## config.mk

```make
export PLATFORM = sky130hd
export DESIGN_NAME = dma_xfer_ctrl
export DESIGN_NICKNAME = d
export VERILOG_FILES = /design/src/rtl/dma_pkg.sv /design/src/rtl/edge_detect_rise.sv /design/src/rtl/dma_xfer_ctrl.sv
export SDC_FILE = /design/constraint.sdc
export NUM_CORES = 1
export LEC_CHECK = 0
export CORE_MARGIN = 5
export CORE_UTILIZATION = 50
export DETAILED_ROUTE_END_ITERATION = 8
export HOLD_SLACK_MARGIN = 0.1
export PLACE_DENSITY = 0.83
export RECOVER_POWER = 50
export SLEW_MARGIN = 30
export SYNTH_ARGS = -nofsm -noshare
export SYNTH_HDL_FRONTEND = slang
export SYNTH_SLANG_ARGS = --single-unit
```

## constraint.sdc

```tcl
create_clock -name clk -period 9.7 [get_ports clk]
set_input_delay 1.94 -clock clk [delete_from_list [all_inputs] [get_ports clk]]
set_output_delay 1.94 -clock clk [all_outputs]
set_load 0.05 [all_outputs]
```

## src/rtl/dma_pkg.sv

```systemverilog
// dma_pkg: shared FSM state encoding and default address step for the DMA transfer controller
package dma_pkg;
  localparam int ADDR_STEP_DEF = 4;
  typedef enum logic [2:0] {IDLE, RD_ADDR, RD_DATA, WR, WR_RESP, DONE} dma_state_t;
endpackage

```

## src/rtl/edge_detect_rise.sv

```systemverilog
// edge_detect_rise: registered one-cycle pulse on each rising edge of d (ports: clk, rst, d, pulse)
module edge_detect_rise (
  input  logic clk,
  input  logic rst,
  input  logic d,
  output logic pulse
);
  logic d_q;
  always_ff @(posedge clk or posedge rst)
    if (rst) begin
      d_q <= 1'b0;
      pulse <= 1'b0;
    end else begin
      d_q <= d;
      pulse <= d & ~d_q;
    end
endmodule

```

## src/rtl/dma_xfer_ctrl.sv

```systemverilog
// dma_xfer_ctrl: single-outstanding word-copy DMA over AXI4-Lite (ports: clk/rst, register-block src/dst/len/start, AXI ar/r/aw/w/b master channels, busy/done status)
module dma_xfer_ctrl
  import dma_pkg::*;
#(
  parameter int ADDR_STEP = ADDR_STEP_DEF,
  parameter int CNT_W = 32
) (
  input  logic        clk,
  input  logic        rst,
  input  logic [31:0] i_src_addr,
  input  logic [31:0] i_dst_addr,
  input  logic [31:0] i_len,
  input  logic        i_ctrl_start,
  output logic [31:0] m_araddr,
  output logic        m_arvalid,
  input  logic        m_arready,
  input  logic [31:0] m_rdata,
  input  logic        m_rvalid,
  output logic        m_rready,
  output logic [31:0] m_awaddr,
  output logic        m_awvalid,
  input  logic        m_awready,
  output logic [31:0] m_wdata,
  output logic        m_wvalid,
  input  logic        m_wready,
  input  logic        m_bvalid,
  output logic        m_bready,
  output logic        o_busy,
  output logic        o_status_done
);
  dma_state_t state, next_state;
  logic start, go, idle_like, zero_len, aw_ok, w_ok, aw_done, w_done;
  logic [31:0] src_q, dst_q, buf_q;
  logic [CNT_W-1:0] rem_q;
  edge_detect_rise u_edge (.clk(clk), .rst(rst), .d(i_ctrl_start), .pulse(start));
  assign idle_like = state == IDLE || state == DONE;
  assign go = start && idle_like;
  assign zero_len = CNT_W'(i_len) == '0;
  assign aw_ok = aw_done || m_awready;
  assign w_ok = w_done || m_wready;
  always_ff @(posedge clk or posedge rst)
    if (rst) state <= IDLE;
    else state <= next_state;
  always_comb begin
    next_state = state;
    case (state)
      IDLE, DONE: if (start) next_state = zero_len ? DONE : RD_ADDR;
      RD_ADDR: if (m_arready) next_state = RD_DATA;
      RD_DATA: if (m_rvalid) next_state = WR;
      WR: if (aw_ok && w_ok) next_state = WR_RESP;
      WR_RESP: if (m_bvalid) next_state = rem_q == CNT_W'(1) ? DONE : RD_ADDR;
      default: next_state = IDLE;
    endcase
  end
  always_comb begin
    m_arvalid = state == RD_ADDR;
    m_rready = state == RD_DATA;
    m_awvalid = state == WR && !aw_done;
    m_wvalid = state == WR && !w_done;
    m_bready = state == WR_RESP;
    o_busy = !idle_like;
    o_status_done = state == DONE;
    m_araddr = src_q;
    m_awaddr = dst_q;
    m_wdata = buf_q;
  end
  always_ff @(posedge clk or posedge rst)
    if (rst) begin
      src_q <= '0;
      dst_q <= '0;
      buf_q <= '0;
      rem_q <= '0;
      aw_done <= 1'b0;
      w_done <= 1'b0;
    end else begin
      if (go) begin
        src_q <= i_src_addr;
        dst_q <= i_dst_addr;
        rem_q <= CNT_W'(i_len);
      end
      if (state == RD_DATA && m_rvalid) buf_q <= m_rdata;
      aw_done <= state == WR && !(aw_ok && w_ok) && aw_ok;
      w_done <= state == WR && !(aw_ok && w_ok) && w_ok;
      if (state == WR_RESP && m_bvalid) begin
        src_q <= src_q + 32'(ADDR_STEP);
        dst_q <= dst_q + 32'(ADDR_STEP);
        rem_q <= rem_q - CNT_W'(1);
      end
    end
endmodule
```

Yosys cells after proc, flatten, opt, wreduce, memory -nomap -nowiden
Index checks and enable logic that the tools add are counted.
{ "classes": {"addsub": 3, "n_eq_ne": 11, "mux": 14, "bitwise_logic": 2, "n_reduce_logical": 21} }
{ "ops": {"columns": ["cell", "n"], "rows": [
  ["$mux W32", 6],
  ["$add A32 B3 Y32 const B", 2],
  ["$eq A32 B1 Y1 const B", 1],
  ["$logic_not A32 Y1", 1],
  ["$sub A32 B1 Y32 const B", 1],
  ["$mux W3", 7],
  ["$pmux W3 S5", 1],
  ["$logic_and A1 B1 Y1", 9],
  ["$eq A3 B2 Y1 const B", 2],
  ["$eq A3 B3 Y1 const B", 2],
  ["$ne A2 B2 Y1 const B", 3],
  ["$reduce_and A5 Y1", 1],
  ["$logic_not A1 Y1", 4],
  ["$ne A2 B1 Y1 const B", 2],
  ["$eq A3 B1 Y1 const B", 1],
  ["$logic_not A3 Y1", 1],
  ["$logic_or A1 B1 Y1", 3],
  ["$reduce_bool A2 Y1", 1],
  ["$reduce_or A2 Y1", 1],
  ["$and A1 B1 Y1", 1],
  ["$not A1 Y1", 1]
]} }
{ "totals": {"ff_bits": 135, "inputBits": 136, "out_inout_bits": 103, "wordCells": 60} }

Longest topological paths before layout
Gate-level depths: netlist of the first run.
{ "depth": {"ltp_word": 5, "depth_mapped": 8, "ltp_nobuf": 7} }

By module
A second synthesis of the first run with hierarchy kept.
{ "unflattened": {"hier_cells": 734, "hier_area_um2": 7008.0} }
{ "modules_own_cells": {"columns": ["mod", "n_inst", "cells_per_inst", "area_per_inst_um2", "seq_area_each_um2"], "rows": [
  ["dma_xfer_ctrl", 1, 730, 6940.4, 3328.2],
  ["edge_detect_rise", 1, 4, 67.6, 50.0]
]} }

Worst setup path after synthesis of the first run
OpenSTA, ideal clock, no wires.
{ "synth_timing": {"kind": "register -> output", "startpoint": "reg state[0]", "endpoint": "out m_arvalid", "t_arrival_ns": 1.477, "t_required_ns": 7.760, "path_slack_ns": 6.283, "path_stages_with_launch": 4, "n_path_buf": 1, "cell_sequence": "dfrtp_1 > buf_2 > nor2b_1 > nor2b_1"} }
{ "synth_between": {"elab_chain_len": 1} }
{ "synth_rtl": {"columns": ["item", "line", "text"], "rows": [
  ["start: declaration", "dma_xfer_ctrl.sv:31", "dma_state_t state, next_state;"],
  ["start signal: assignment", "dma_xfer_ctrl.sv:43", "else state <= next_state;"],
  ["$eq A3 B1 Y1", "dma_xfer_ctrl.sv:56", "m_arvalid = state == RD_ADDR;"],
  ["end: declaration", "dma_xfer_ctrl.sv:15", "output logic m_arvalid,"]
]} }
No other way between the ends.

Final worst setup path of the first run
{ "layout_timing": {"startpoint": "in m_bvalid", "endpoint": "reg rem_q[25]"} }
{ "layout_between": {"elab_chain_len": 2, "word_cells_on_any_way": 3, "cone_classes": "mux: 1; reduce/logical: 2"} }
{ "layout_rtl": {"columns": ["item", "line", "text"], "rows": [
  ["start: declaration", "dma_xfer_ctrl.sv:26", "input logic m_bvalid,"],
  ["$logic_and A1 B1 Y1 (*)", "dma_xfer_ctrl.sv:84", "if (state == WR_RESP && m_bvalid) begin"],
  ["$mux W32 or $reduce_bool A2 Y1 (tied branches)", null, null],
  ["end signal: assignment", "dma_xfer_ctrl.sv:79", "rem_q <= CNT_W'(i_len);"],
  ["end signal: assignment", "dma_xfer_ctrl.sv:87", "rem_q <= rem_q - CNT_W'(1);"],
  ["end: declaration", "dma_xfer_ctrl.sv:34", "logic [CNT_W-1:0] rem_q;"]
]} }
Every way passes the cells marked *; elsewhere a longest branch is shown, timed or not.
A chain may end at the register's enable or synchronous reset.

==> qor.csv, run 1 <==
metric,value,unit
FP Rows,43,
routed vias,7088,
wire per inst,18.9,um
Final Wtd Congestion,0.875,
slew of the pin with the lowest slew margin,2.65,ns
CORE AREA,0.0139,mm2
Crit-path slowest cell,clkbuf_1,
Min Hold Slack,0.405,ns
initial antenna violation count,0,
HPWL Detailed,15.7,mm
Setup CP Type,in -> reg,
crit path DAT,5.62,ns
Fin. Hold Viols,0,
drt total wl,22.1,mm
failing checks,"max-capacitance violations, max-slew violations",
"delay-heaviest family, CP",buffers and inverters,
RSZ-0062 raised after global routing,no,
clock sink count,135,
worst hold path type,reg -> reg,
first-pass GRT wire length,35.0,mm
I/O pins,239,
Hold Startpoint,u_edge.d_q,
# port buffers,238,
layout cells sized above 1,0.0842,
vias in the first global route,6923,
Rel. slew slack,-0.779,
crit path cell chain,"dlygate4sd3_1, and4bb_1, clkbuf_1, nand2_1, or2_2, o311ai_0, nand3_1",
Initial DRC Count,364,
peak supply drop,0.000210,V
CTS tree,yes,
RR Startpoint,state[1],
# setup viols final,0,
vias per cell,6.08,
GRT Util Overall,0.262,
Hold Path End,u_edge.pulse,
setup TNS,0,ns
Hold Path Stages,1,
CP required,9.99,ns
Resize count post-CTS,0,
clk slew on worst S/H paths,0.06,ns
Final #Nets,1113,
Worst-Skew Late Latency,0.42,ns
H-tree depth,4,
type of origin of the critical path,input pin,
Main synth FF type,dfrtp_1,
PD cells,362,mW/mm2
"Seq/Total Area, Yosys",0.473,
chip width,130,um
GRT overflow,0,
root buf cell,clkbuf_16,
"FF+latch count, synth",135,
worst-case clock buffer depth,2,
Antenna diodes,0,
Max Freq,187,MHz
cell count after synthesis,752,
"EDFF count, synth",0,
R2R cell count,6,
Final Max Tran Viols,166,
die area,0.0168,mm2
Period minus WS final,5.33,ns
Synth Warn #,0,
maximum fanout along the worst path,36,
post-CTS setup buffers,0,
Setup Skew,0.00806,ns
CP bufs+invs,2,
initial core utilization,0.513,
final period utilization,0.550,
status,finished with violations,
Max Cap Viol,4,
fill count,1002,
Mapped Area,0.00714,mm2
Post-DRT Antenna Nets,0,
Die Ht,130,um
largest net degree at the start of global routing,78,
"Avg Cell Area, Syn",9.50,um2
r2r setup slk,5.87,ns
Post-synth ARST share,1.00,
reg2reg end,rem_q[25],
DRC,0,
CTS Hold Buffers Added,0,
drt pass-1 iters,5,
CTS Buf Count,17,
Worst Setup End Kind,flop,
max incr delay on CP,1.22,ns
Leakage,4.00,nW
syn nets,892,
Cell variety after synth,52,
Area Growth Syn to Fin,43.9,%
==> cells by family after synthesis <==
| kind of cell | after synthesis | synth area share |
|---|---|---|
| AO/OA/AOI/OAI | 170 | 0.179 |
| adder cells (fa/ha/maj) | 4 | 0.00701 |
| buffers and inverters | 50 | 0.0284 |
| XOR/XNOR | 1 | 0.00123 |
| flip-flops | 135 | 0.473 |
| AND/OR/NAND/NOR | 352 | 0.250 |
| multiplexers | 40 | 0.0616 |
==> stage by stage <==
| step | setup slack (ns) | utilization | area [um2] | power, mW | std cells |
|---|---|---|---|---|---|
| 2_1_floorplan | 4.15 | - | 7140 | 2.35 | 752 |
| 3_3_place_gp | 5.38 | 0.691 | 9630 | 2.96 | 1134 |
| 3_5_place_dp | 5.28 | 0.691 | 9630 | 3.00 | 1134 |
| 4_1_cts | 5.46 | 0.739 | 10300 | 3.73 | 1166 |
| 5_1_grt | 4.08 | 0.738 | 10300 | 3.90 | 1166 |
| 6_report | 4.37 | 0.738 | 10300 | 3.72 | 1166 |
==> state kept, by name, summed over array words and instances, names as in the netlist <==
register / cells
aw_done: 1
m_araddr: 32
m_awaddr: 32
m_wdata: 32
rem_q: 32
state: 3
u_edge.d_q: 1
u_edge.pulse: 1
w_done: 1
==> power breakdown <==
part,total (mW),internal [mW],switching [mW]
clock,0.721,0.464,0.257
combinational,1.87,0.694,1.18
sequential,1.13,0.826,0.301
==> layout make-up <==
cell class                      instances  area (um2)  area share
Clock buffer                           21         480      0.0467
Clock inverter                         11         181      0.0176
Inverter                                8        31.3     0.00304
Multi-Input combinational cell        567        3570       0.347
Sequential cell                       135        3380       0.329
Tap cell                              180         225      0.0219
Timing Repair Buffer                  244        2420       0.235
==> routing by layer <==
metal,wire (um),up-vias,track usage
li1,-,3313,-
met1,9240,3453,0.332
met2,10800,278,0.437
met3,1370,44,0.0552
met4,645,0,0.112
met5,0,-,0
==> worst max path at each step <==
stage                         from         to  slack (ns)  cells past startpoint
after CTS                 state[0]   m_wvalid        5.46                      4
after floorplan                rst    aw_done        4.15                      1
after detailed placement  m_bvalid  rem_q[25]        5.28                      7
final                     m_bvalid  rem_q[25]        4.37                      7
after global placement    m_bvalid  rem_q[25]        5.38                      7
after global routing      m_bvalid  rem_q[25]        4.08                      7
==> cell usage after synthesis, types with 4 or more instances <==
library cell | instances | area share
and3_1 | 9 | 0.0079
mux2i_1 | 8 | 0.011
nand4_1 | 23 | 0.020
a31oi_1 | 6 | 0.0053
buf_1 | 12 | 0.0063
or4_1 | 6 | 0.0063
o311ai_0 | 32 | 0.039
a221o_1 | 16 | 0.022
ha_1 | 4 | 0.0070
nor2_1 | 41 | 0.022
a21oi_1 | 16 | 0.011
nand3_1 | 46 | 0.032
and2_1 | 5 | 0.0044
o21ai_0 | 21 | 0.015
inv_1 | 8 | 0.0042
clkbuf_1 | 18 | 0.0095
o211ai_1 | 53 | 0.056
nand2b_1 | 10 | 0.0088
dfrtp_1 | 135 | 0.47
nand2_1 | 142 | 0.075
nor2b_1 | 4 | 0.0035
a22oi_1 | 8 | 0.0084
nor4_1 | 17 | 0.015
nor3_1 | 17 | 0.012
buf_2 | 12 | 0.0084
a211o_1 | 6 | 0.0074
mux2_2 | 32 | 0.050
or3_1 | 6 | 0.0053
==> cells in the final DEF, fill, tap and decap left out, types with 7 or more instances in the layout <==
| master | Yosys | routed |
|---|---|---|
| clkdlybuf4s50_1 | 0 | 228 |
| nand2_1 | 142 | 142 |
| dfrtp_1 | 135 | 135 |
| o211ai_1 | 53 | 53 |
| nand3_1 | 46 | 46 |
| nor2_1 | 41 | 40 |
| o311ai_0 | 32 | 32 |
| mux2_2 | 32 | 31 |
| nand4_1 | 23 | 23 |
| o21ai_0 | 21 | 22 |
| nor3_1 | 17 | 17 |
| nor4_1 | 17 | 17 |
| clkbuf_16 | 0 | 17 |
| a21oi_1 | 16 | 16 |
| a221o_1 | 16 | 16 |
| nand2b_1 | 10 | 10 |
| dlygate4sd3_1 | 0 | 10 |
| and3_1 | 9 | 9 |
| mux2i_1 | 8 | 8 |
| a22oi_1 | 8 | 8 |
| inv_1 | 8 | 7 |
Power figures use the tool's default switching activity.
==> run 2: changes to the inputs <==
--- a/config.mk
+++ b/config.mk
@@ -6,10 +6,10 @@
 export NUM_CORES = 1
 export LEC_CHECK = 0
 export CORE_MARGIN = 5
-export CORE_UTILIZATION = 50
+export CORE_UTILIZATION = 42
 export DETAILED_ROUTE_END_ITERATION = 8
 export HOLD_SLACK_MARGIN = 0.1
-export PLACE_DENSITY = 0.83
+export PLACE_DENSITY = 0.74
 export RECOVER_POWER = 50
 export SLEW_MARGIN = 30
 export SYNTH_ARGS = -nofsm -noshare
==> constraint.sdc (replaced) <==
create_clock -name clk -period 4.7 [get_ports clk]
set_input_delay 0.94 -clock clk [delete_from_list [all_inputs] [get_ports clk]]
set_output_delay 0.94 -clock clk [all_outputs]
set_load 0.05 [all_outputs]
==> run 2 against run 1 <==
The flow still finishes with violations (max-capacitance violations, max-slew violations). Utilization down 12 points. First-iteration DRC count up 52%. Clock skew up 0.0015 ns. Count of clock-buffer cells in the layout down 2. Final cell count up 3.9%. Sequential power up 110%. Register-to-register slack worse by 4.7 ns. Via count down 1.4%. Combinational power up 110%. Largest power group unchanged. Highest routed layer unchanged.
==> qor.csv, run 2 (same netlist as run 1, synthesis figures left out) <==
metric,value,unit,change
Final Wtd Congestion,0.847,,-3.2%
Final #Nets,1117,,+0.36%
type of origin of the critical path,flop,,
DRC,0,,unchanged
first-pass GRT wire length,36.7,mm,+4.8%
FP Rows,47,,+9.3%
most frequent cells in the layout,"clkdlybuf4s50_1, nand2_1, dfrtp_1",,
die area,0.0197,mm2,+18%
grt met2 use,0.366,,-0.0707
slew of the pin with the lowest slew margin,1.92,ns,-0.729 ns
worst-case clock buffer depth,2,,unchanged
vias per cell,5.77,,-5.1%
PnR Total Power,7.55,mW,+100%
CTS Buf Count,17,,unchanged
GRT overflow,0,,unchanged
Max Cap Viol,3,,-1
final period utilization,0.742,,
Worst Setup End Kind,flop,,
drt total wl,22.8,mm,+3.4%
pre-CTS setup slack,1.23,ns,-4.05 ns
worst hold path type,reg -> reg,,
Area Growth Syn to Fin,44.2,%,
Crit-path slowest cell,and3b_1,,
"delay-heaviest family, CP",simple AND/OR/NAND/NOR gates,,
root buf cell,clkbuf_16,,
largest net degree at the start of global routing,89,,+14%
CORE AREA,0.0166,mm2,+19%
initial antenna violation count,1,,+1
PD cells,732,mW/mm2,+100%
wire per inst,18.9,um,-0.49%
HPWL Detailed,16.4,mm,+4.1%
initial core utilization,0.429,,-0.0834
layout cells sized above 1,0.0919,,+0.00774
Worst-Skew Late Latency,0.42,ns,about the same
Setup CP Type,reg -> reg,,
# setup viols final,0,,unchanged
H-tree depth,4,,unchanged
Initial DRC Count,554,,+52%
setup TNS,0,ns,unchanged
CTS Hold Buffers Added,0,,unchanged
GRT busiest layer,met2,,
Leakage,3.98,nW,-0.43%
CP required,4.99,ns,-5.00 ns
CP bufs+invs,1,,-1
# port buffers,238,,unchanged
met3 Usage GRT,0.0603,,+0.00509
Setup Skew,0.00952,ns,+0.00145 ns
status,finished with violations,,
max incr delay on CP,1.49,ns,+0.27 ns
peak supply drop,0.000531,V,+150%
Rel. slew slack,-0.286,,+0.493
CTS tree,yes,,
Layout Utilization,0.619,,-0.119
GRT Util Overall,0.228,,-0.0343
clock sink count,135,,unchanged
Fin. Hold Viols,0,,unchanged
failing checks,"max-capacitance violations, max-slew violations",,
Final WS setup,1.21,ns,-3.15 ns
Resize count post-CTS,0,,unchanged
post-CTS setup buffers,0,,unchanged
grt met1 use,0.300,,-0.0326
I/O pins,239,,unchanged
"most common cell after layout, fill and taps aside",clkdlybuf4s50_1,,
clk slew on worst S/H paths,0.06,ns,about the same
vias in the first global route,7040,,+1.7%
crit path cell chain,"xnor2_1, and3b_1, buf_4, mux2i_1, o21ai_0",,
crit path DAT,3.78,ns,-1.84 ns
Die Ht,140,um,+8.4%
Period minus WS final,3.49,ns,
routed vias,6989,,-1.4%
Final Max Tran Viols,173,,+4.2%
drt pass-1 iters,5,,unchanged
RSZ-0062 raised after global routing,no,,
maximum fanout along the worst path,51,,+42%
Post-DRT Antenna Nets,0,,unchanged
Max Freq,287,MHz,
chip width,140,um,+8.4%
-- run 2: cell types whose count changed in the layout (fill, tap and decap cells not counted), moves of 2 or more --
cell and change:
clkinvlp_4 +5, bufinv_16 -2, inv_6 -3, buf_4 +7
clkbuf_8 -3, clkinv_4 +2
-- run 2: worst reg2reg max path: stages, from the launching register on --
cell	delay, ns
dfrtp_1	0.51
xnor2_1	0.30
and3b_1	1.49
buf_4	0.73
mux2i_1	0.25
o21ai_0	0.08
-- run 2: metal layers --
metal	up-vias	routed length (um)
met3	41	1450
li1	3327	-
met1	3367	9900
met2	254	10900
met4	0	558
met5	-	0
-- run 2: power by group --
group | leakage (nW) | internal, mW | switching (mW)
clock network | 0.277 | 0.801 | 0.544
registers | 1.67 | 1.70 | 0.619
logic | 2.03 | 1.43 | 2.45
-- run 2: cell type report --
type                       instances  area (um2)
antenna                            1        2.50
fill                            1418        6340
clock inverter                    13         148
inverter                           8        33.8
sequential                       135        3380
multi-input combinational        567        3570
timing repair buffer             248        2450
tap                              220         275
clock buffer                      19         443
-- run 2: worst paths after layout --
check,end,from,slack (ns),depth (start not counted)
worst max-delay path,m_araddr[3],state[0],1.21,5
worst min-delay path,u_edge.pulse,u_edge.d_q,0.39,1
max in group asynchronous,m_araddr[6],rst,1.95,3
worst min register to register,u_edge.pulse,u_edge.d_q,0.39,1
worst max register to register,m_araddr[3],state[0],1.21,5
min in group asynchronous,m_wdata[10],rst,1.55,2
-- run 2: stage by stage --
step / area, um2 / cells / hold slack (ns)
finish: 10300 / 1211 / 0.392
global route: 10300 / 1211 / 0.406
CTS: 10300 / 1210 / 0.392
detailed placement: 9720 / 1178 / 0.384
global placement: 9710 / 1178 / 0.386
floorplan: 7140 / 752 / 0.378
